$ cat src/rtl/processor_datapath.sv
// Datapath stage: IR, R0..R7, A/G registers, bus mux and ALU, all driven by active-low strobes.
// Optional status flags {N, C, Z} are built when DATAPATH_FLAGS_EN is defined; otherwise flags reads 0.
module processor_datapath #(
    parameter int WIDTH = 16
) (
    input  logic             clk,
    input  logic             reset_n,
    input  logic [15:0]      din,
    input  logic             IR_in,
    input  logic             A_in,
    input  logic             G_in,
    input  logic [7:0]       RX_in,
    input  logic [3:0]       sel,
    input  logic [1:0]       op,
    input  logic             add_sub_ctrl,
    output logic [15:0]      IR_out,
    output logic [WIDTH-1:0] bus,
    output logic [WIDTH-1:0] r0_out,
    output logic [WIDTH-1:0] r1_out,
    output logic [WIDTH-1:0] r2_out,
    output logic [WIDTH-1:0] r3_out,
    output logic [WIDTH-1:0] r4_out,
    output logic [WIDTH-1:0] r5_out,
    output logic [WIDTH-1:0] r6_out,
    output logic [WIDTH-1:0] r7_out,
    output logic [2:0]       flags
);

    logic [15:0]      ir_q;
    logic [WIDTH-1:0] a_q;
    logic [WIDTH-1:0] g_q;
    logic [WIDTH-1:0] r_q [8];
    logic [WIDTH-1:0] imm;
    logic [WIDTH-1:0] sum;
    logic [WIDTH-1:0] alu_res;

    assign imm = {{(WIDTH-9){1'b0}}, ir_q[8:0]};
    assign sum = a_q + bus;

    // Unlisted or unknown selects fall through to the default so the bus never floats.
    always_comb begin
        bus = '0;
        case (sel)
            4'd0:    bus = r_q[0];
            4'd1:    bus = r_q[1];
            4'd2:    bus = r_q[2];
            4'd3:    bus = r_q[3];
            4'd4:    bus = r_q[4];
            4'd5:    bus = r_q[5];
            4'd6:    bus = r_q[6];
            4'd7:    bus = r_q[7];
            4'd8:    bus = imm;
            4'd9:    bus = g_q;
            default: bus = '0;
        endcase
    end

    always_comb begin
        alu_res = bus;
        case (op)
            2'b00:   alu_res = add_sub_ctrl ? (a_q - bus) : sum;
            2'b01:   alu_res = a_q & bus;
            default: alu_res = bus;
        endcase
    end

    always_ff @(posedge clk or negedge reset_n) begin
        if (!reset_n) begin
            ir_q <= '0;
            a_q  <= '0;
            g_q  <= '0;
            for (int n = 0; n < 8; n++) r_q[n] <= '0;
        end else begin
            if (!IR_in) ir_q <= din;
            if (!A_in)  a_q  <= bus;
            if (!G_in)  g_q  <= alu_res;
            for (int n = 0; n < 8; n++) begin
                if (!RX_in[n]) r_q[n] <= bus;
            end
        end
    end

`ifdef DATAPATH_FLAGS_EN
    logic       alu_c;
    logic [2:0] flags_q;

    // Subtract reports borrow; an add carried out exactly when the wrapped sum is below A.
    always_comb begin
        alu_c = 1'b0;
        if (op == 2'b00) alu_c = add_sub_ctrl ? (a_q < bus) : (sum < a_q);
    end

    always_ff @(posedge clk or negedge reset_n) begin
        if (!reset_n)  flags_q <= 3'b000;
        else if (!G_in) flags_q <= {alu_res[WIDTH-1], alu_c, (alu_res == '0)};
    end

    assign flags = flags_q;
`else
    assign flags = 3'b000;
`endif

    assign IR_out = ir_q;
    assign r0_out = r_q[0];
    assign r1_out = r_q[1];
    assign r2_out = r_q[2];
    assign r3_out = r_q[3];
    assign r4_out = r_q[4];
    assign r5_out = r_q[5];
    assign r6_out = r_q[6];
    assign r7_out = r_q[7];

endmodule

$ cat config.mk
export PLATFORM = sky130hd
export DESIGN_NAME = processor_datapath
export DESIGN_NICKNAME = d
export VERILOG_FILES = /design/src/rtl/processor_datapath.sv
export SDC_FILE = /design/constraint.sdc
export NUM_CORES = 1
export LEC_CHECK = 0
export ABC_AREA = 1
export CORE_UTILIZATION = 66
export DETAILED_ROUTE_END_ITERATION = 8
export DONT_BUFFER_PORTS = 1
export GPL_TIMING_DRIVEN = 0
export PLACE_DENSITY = 0.9
export SYNTH_ARGS = -nofsm -noshare
export SYNTH_HDL_FRONTEND = slang
export SYNTH_SLANG_ARGS = --single-unit
export TNS_END_PERCENT = 10
$ cat constraint.sdc
create_clock -name clk -period 8.54 [get_ports clk]
set_input_delay 0.854 -clock clk [delete_from_list [all_inputs] [get_ports clk]]
set_output_delay 0.854 -clock clk [all_outputs]
set_load 0.005 [all_outputs]
==> out/qor.yml, run 1 <==
status:
  outcome: "completed"
logic_synthesis:
  synthCells: 1150
  yosys.area_share.simple: 0.2463
  synth-xor-area-share: 0.01149
  ys_types: 34
  synth.area.top_cells: "dfrtp_1 (48%), nand2_1 (12%), o21ai_0 (9.2%)"
  synth_top_area_share: 0.4814
  synth_area_um2: 9149
  yosysTopAreaCell: "dfrtp_1"
  yosys_warnings: 0
  synthMuxAreaShare: 0.02585
  synth_compound_area_frac: 0.1376
  synth_top_family_by_area: "simple AND/OR/NAND/NOR gates"
  synthAdderAreaFrac: 0.02544
  avgSynthCellArea_um2: 7.955
  ys_ff_latch: 176
  yosysSeqAreaShare: 0.4814
floorplanning:
  start_util: 0.6827
  dieHeight_um: 119.7
  coreArea_um2: 13400
  dieArea_um2: 14340
  die_w_um: 119.7
  fp-row-count: 42
  io_pins: 199
timing:
  tns_ns: 0
  grt_setup_unrepaired: "no"
  slew_headroom: 0.5128
  finalMaxSlewViolations: 0
  period_needed_ns: 4.696
  max_freq_mhz: 212.9
  period_share: 0.5499
  setup_viol: 0
  tightest_slew_ns: 0.7308
  hold_viol: 0
  whs_ns: 0.1003
  finClkSkew_ns: 0.01205
power_and_ir_drop:
  seqPwrFrac: 0.447
  power-per-cell-area_nw_per_um2: 228.3
  p_comb_frac: 0.185
  clockPowerShare: 0.369
  power_switching_w: 0.0007504
  leakage_nw: 4.916
  finalPower_w: 0.002284
  p_int_w: 0.001533
  vdd_drop_max_v: 0.0002042
  power_switching_share: 0.3286
clocking:
  postCtsSetupBuffers: 0
  cts_buffers: 17
  cts_root_buffer: "clkbuf_16"
  post_cts_resized: 0
  hold_buffers: 0
  cts.sinks: 176
  clock_path_buffers: 2
  htree_levels: 4
  clk_pin_slew_ns: 0.07
  cts_tree: "built"
  clock_latency_ns: 0.45
global_route:
  grt_max_degree: 177
  grt_pass1_vias: 8874
  grt-ovfl-total: 0
  grt_usage: 0.4467
  grt_pass1_wl_um: 47550
  antenna_found_initial: 0
hold_path:
  hold_path_class: "in2async"
cells_and_area:
  utilization: 0.7465
  diodes: 0
  nets: 1225
  areaGrowthSynthToFinish_pct: 9.340
  drive_above_1_share: 0.08953
routing:
  vias_per_cell: 6.686
  dr.pass1.iters: 9
  ant_nets: 0
  wire_per_inst_um: 22.92
  num_vias: 9093
  drc: 0
  drtIter0Drc: 1519
  totalWireLength_um: 31170
setup_path:
  crit_fanout: 10
  path_class: "in2reg"
  start_kind: "primary input"
  crit_path_end_kind: "flop"
  arrival_ns: 5.08
  critPathMaxStageDelay_ns: 0.49
  required_ns: 8.92
  crit_slowest_cell: "clkbuf_1"
place:
  dp_hpwl_um: 22020
  port_buffers: 0
  finalWeightedCongestion: 0.9439
flow_run:
  drv_cap: 0
## worst max-delay path, delay by kind of cell
family                     cells  cell delay, ns
AOI/OAI and AO/OA              7            0.88
xor gates and xnor gates       1            0.19
adders and majority gates      2            0.58
and+or+nand+nor               12            1.54
buffers and inverters          5            0.99
## routing by layer
metal / global-route usage / part of all wire / vias up
met4: 0.2844 / 0.075 / 0
met2: 0.6604 / 0.43 / 832
met1: 0.5361 / 0.33 / 4207
met5: 0 / 0 / -
li1: - / - / 3840
met3: 0.1911 / 0.16 / 214
## worst paths after layout
check	from	slack, ns	endpoint	cells past startpoint
min in group clk	RX_in[1]	0.51	r1_out[0]	1
worst max register to register	IR_out[0]	4.31	g_q[14]	24
worst max-delay path	sel[0]	3.84	g_q[14]	27
max in group asynchronous	reset_n	8.24	r4_out[1]	0
worst min register to register	g_q[7]	0.51	g_q[7]	2
worst min-delay path	reset_n	0.10	r3_out[11]	0
## sequential cells by signal, summed over array words and instances, names as in the netlist
signal,count
r4_out,16
r3_out,16
IR_out,16
a_q,16
r0_out,16
r6_out,16
g_q,16
r1_out,16
r5_out,16
r7_out,16
r2_out,16
## cell families after synthesis
family | after synthesis
flip-flops | 176
buffers and inverters | 152
AND/OR/NAND/NOR | 530
multiplexers | 21
AO/OA/AOI/OAI | 240
XOR/XNOR | 12
adder cells (fa/ha/maj) | 18
other | 1
## cell type report
| cell class | count | area (um2) |
|---|---|---|
| clock buffer | 19 | 452.9 |
| tap | 176 | 220.2 |
| clock inverter | 13 | 173.9 |
| buffer | 65 | 327.8 |
| fill | 973 | 3397 |
| multi-input combinational | 824 | 4098 |
| inverter | 87 | 326.6 |
| sequential | 176 | 4404 |
## power by group through the flow
stage          logic [W]  clock network, W  registers (W)
2_1_floorplan   0.000303                 0       0.000992
3_3_place_gp    0.000390                 0        0.00103
3_5_place_dp    0.000403                 0        0.00103
4_1_cts         0.000408          0.000830        0.00101
5_1_grt         0.000465          0.000864        0.00103
6_report        0.000422          0.000842        0.00102
## through the flow
stage                     area [um2]  setup slack, ns  cells
after global placement          9376            3.585   1328
after global routing           10000            3.547   1360
after CTS                      10000            3.968   1360
after detailed placement        9376            3.553   1328
final                          10000            3.844   1360
after floorplan                 9156            4.525   1152
## placed cells by master, fill, tap and decap left out, types with 17 or more instances in the layout
master / instances
ha_1: 17
dfrtp_1: 176
inv_1: 77
a21oi_1: 39
mux2_2: 21
clkbuf_1: 38
clkbuf_16: 17
o21ai_0: 168
nand2_1: 297
nor2_1: 76
nand3_1: 129
## Yosys cell counts
| cell type | instances |
|---|---|
| mux2_2 | 21 |
| o21a_1 | 1 |
| a31oi_1 | 10 |
| inv_1 | 77 |
| o21ai_0 | 168 |
| clkbuf_2 | 1 |
| nor2_2 | 11 |
| or2_2 | 3 |
| conb_1 | 1 |
| nand4_1 | 2 |
| buf_6 | 5 |
| nor2_1 | 76 |
| nand2_1 | 297 |
| buf_2 | 12 |
| o21bai_1 | 2 |
| nor2_4 | 1 |
| clkinv_1 | 6 |
| nand3b_2 | 1 |
| nand3_1 | 129 |
| nand3_2 | 7 |
| a22oi_1 | 3 |
| a21oi_1 | 39 |
| a211oi_1 | 1 |
| clkbuf_1 | 38 |
| nor3_1 | 3 |
| o21ai_1 | 5 |
| buf_4 | 8 |
| fa_1 | 1 |
| dfrtp_1 | 176 |
| o211ai_1 | 11 |
| buf_1 | 1 |
| inv_2 | 4 |
| xor2_1 | 12 |
| ha_1 | 17 |
Power figures use the tool's default switching activity.
==> inputs of run 2 (changes only) <==
--- a/config.mk
+++ b/config.mk
@@ -6,11 +6,11 @@
 export NUM_CORES = 1
 export LEC_CHECK = 0
 export ABC_AREA = 1
-export CORE_UTILIZATION = 66
+export CORE_UTILIZATION = 58
 export DETAILED_ROUTE_END_ITERATION = 8
 export DONT_BUFFER_PORTS = 1
 export GPL_TIMING_DRIVEN = 0
-export PLACE_DENSITY = 0.9
+export PLACE_DENSITY = 0.84
 export SYNTH_ARGS = -nofsm -noshare
 export SYNTH_HDL_FRONTEND = slang
 export SYNTH_SLANG_ARGS = --single-unit
==> constraint.sdc (replaced) <==
create_clock -name clk -period 4 [get_ports clk]
set_input_delay 0.4 -clock clk [delete_from_list [all_inputs] [get_ports clk]]
set_output_delay 0.4 -clock clk [all_outputs]
set_load 0.005 [all_outputs]
==> out/qor.yml, run 2 (synthesis results as in run 1) <==
status:
  outcome: "finished with violations"
  violations: "negative hold slack"
timing:
  slew_headroom: 0.5041  # -0.008769
  fin_ws_ns: 0.1678  # -3.676 ns
  finClkSkew_ns: 0.005573  # -0.006472 ns
  whs_ns: -0.3498  # -0.4501 ns
  tns_ns: 0  # unchanged
  finalMaxSlewViolations: 0  # unchanged
  max_freq_mhz: 260.9
  tightest_slew_ns: 0.7439  # +0.01315 ns
  hold_viol: 176  # +176
  period_share: 0.9580
  period_needed_ns: 3.832
  setup_viol: 0  # unchanged
clocking:
  cts_root_buffer: "clkbuf_16"
  clock_latency_ns: 0.44  # about the same
  clock_path_buffers: 2  # unchanged
  clk_pin_slew_ns: 0.07  # about the same
  cts_buffers: 17  # unchanged
  htree_levels: 4  # unchanged
  cts.sinks: 176  # unchanged
  cts_tree: "built"
floorplanning:
  die_w_um: 127.6  # +6.6%
  fp-row-count: 45  # +7.1%
  dieArea_um2: 16280  # +14%
  start_util: 0.5974  # -0.08534
  io_pins: 199  # unchanged
  coreArea_um2: 15310  # +14%
  dieHeight_um: 127.6  # +6.6%
global_route:
  grt_pass1_vias: 8342  # -6.0%
  grt_max_degree: 177  # unchanged
  grt_pass1_wl_um: 47220  # -0.71%
  grt-ovfl-total: 0  # unchanged
  antenna_found_initial: 0  # unchanged
  grt_usage: 0.3898  # -0.05697
hold_path:
  hold_path_class: "in2async"
routing:
  totalWireLength_um: 31320  # +0.47%
  num_vias: 8849  # -2.7%
  dr.pass1.iters: 6  # -3
  drtIter0Drc: 1247  # -18%
  ant_nets: 0  # unchanged
  vias_per_cell: 6.334  # -5.3%
  wire_per_inst_um: 22.42  # -2.2%
  drc: 0  # unchanged
setup_path:
  required_ns: 4.37  # -4.55 ns
  critPathLaunch: "sel[1]"
  path_class: "in2reg"
  start_kind: "primary input"
  crit_fanout: 10  # unchanged
  regToRegStartpoint: "IR_out[0]"
  arrival_ns: 4.20  # -0.88 ns
  crit_path_end_kind: "flop"
power_and_ir_drop:
  power-per-cell-area_nw_per_um2: 475.7  # +110%
  vdd_drop_max_v: 0.0003571  # +75%
  p_int_w: 0.003201  # +110%
  p_comb_frac: 0.192  # +0.007
  power_switching_share: 0.3311  # +0.002444
  clockPowerShare: 0.351  # -0.018
  power_switching_w: 0.001584  # +110%
  finalPower_w: 0.004786  # +110%
  leakage_nw: 4.928  # +0.25%
  seqPwrFrac: 0.456  # +0.009
cells_and_area:
  nets: 1227  # +0.16%
  finalInstanceArea_um2: 10060  # +0.58%
  final_common_cell: "nand2_1"
  areaGrowthSynthToFinish_pct: 9.970
  diodes: 0  # unchanged
  drive_above_1_share: 0.09359  # +0.004065
  final_cell_mix: "nand2_1 (297), dfrtp_1 (176), o21ai_0 (168), nand3_1 (128), inv_1 (77)"
place:
  pre_cts_ws_ns: -0.4711  # -4.024 ns
  port_buffers: 0  # unchanged
  finalWeightedCongestion: 0.9626  # +2.0%
  dp_hpwl_um: 22360  # +1.6%
  placed_area_um2: 9420  # +0.47%
flow_run:
  drv_cap: 0  # unchanged
[run 2: cell types whose count changed in the layout (fill, tap and decap cells not counted), moves of 2 or more]
cell	previous run	this run
buf_4	8	12
clkinv_2	0	3
nor2_4	1	4
buf_2	12	10
buf_6	5	7
inv_6	5	3
nor2_1	76	74
[run 2: per-layer routing]
metal / routed length [um] / global-route usage / vias up
met5: 0 / 0 / -
met4: 1631 / 0.1862 / 0
met3: 4853 / 0.1654 / 161
met2: 13800 / 0.5966 / 749
met1: 11040 / 0.4766 / 4106
li1: - / - / 3833
[run 2: through the flow]
stage                     utilization  cells
final                          0.6569   1397
after global routing           0.6569   1397
after CTS                      0.6532   1395
after detailed placement       0.6151   1363
after global placement         0.6151   1363
after floorplan                     -   1152
[run 2: worst paths after layout]
path                              to  slack (ns)  cells past startpoint
max in group asynchronous  r7_out[9]        4.11                      0
min                        r4_out[8]       -0.35                      0
min in group clk              a_q[0]        0.06                      1
max reg2reg                  g_q[15]        0.18                     24
max                          g_q[15]        0.17                     27
min reg2reg                   g_q[5]        0.52                      2
[run 2: worst max-delay path: stages]
cell and delay [ns]:
nor2_1 0.03, buf_2 0.21, buf_4 0.24, nand3_1 0.10, nand2_1 0.05, nor2_1 0.18, nand2_1 0.13, nor2_4 0.14
buf_6 0.18, ha_1 0.15, inv_1 0.05, nor2_2 0.20, nand3_2 0.14, nor2_2 0.15, buf_4 0.13, a31oi_1 0.08
xor2_1 0.18, ha_1 0.34, a21oi_1 0.22, o21bai_1 0.09, a21oi_1 0.11, o21ai_0 0.10, a21oi_1 0.20, inv_1 0.06
nand2_1 0.07, nand3_1 0.09, a21oi_1 0.17
[run 2: area by class of cell]
type	instances	area, um2
inverters	87	326.6
well taps	211	264.0
clock inverters	12	133.9
repair buffers	2	15.01
clock buffers	20	446.7
plain buffers	65	347.8
fillers	1264	5254
multi-input cells	824	4123
flip-flops and latches	176	4404
[run 2: power by group through the flow]
stage / logic [W] / clock network (W) / registers, W
6_report: 0.000920 / 0.00168 / 0.00218
5_1_grt: 0.00101 / 0.00174 / 0.00220
4_1_cts: 0.000867 / 0.00166 / 0.00217
3_5_place_dp: 0.000856 / 0 / 0.00220
3_3_place_gp: 0.000832 / 0 / 0.00220
2_1_floorplan: 0.000647 / 0 / 0.00212
[run 2: timing repair]
action                     CTS  global route
gates cloned                 0             0
hold endpoints to repair   176           176
pin swaps                    0             2
buffers inserted             0             2
gates resized for setup      2            18
setup endpoints to repair    2             6
==> inputs of run 3 (changes only) <==
--- a/config.mk
+++ b/config.mk
@@ -10,6 +10,7 @@
 export DETAILED_ROUTE_END_ITERATION = 8
 export DONT_BUFFER_PORTS = 1
 export GPL_TIMING_DRIVEN = 0
+export HOLD_SLACK_MARGIN = 0.03
 export PLACE_DENSITY = 0.84
 export SYNTH_ARGS = -nofsm -noshare
 export SYNTH_HDL_FRONTEND = slang
==> results of run 3 <==
No change in the layout: final DEF, timing and power equal those of run 2.
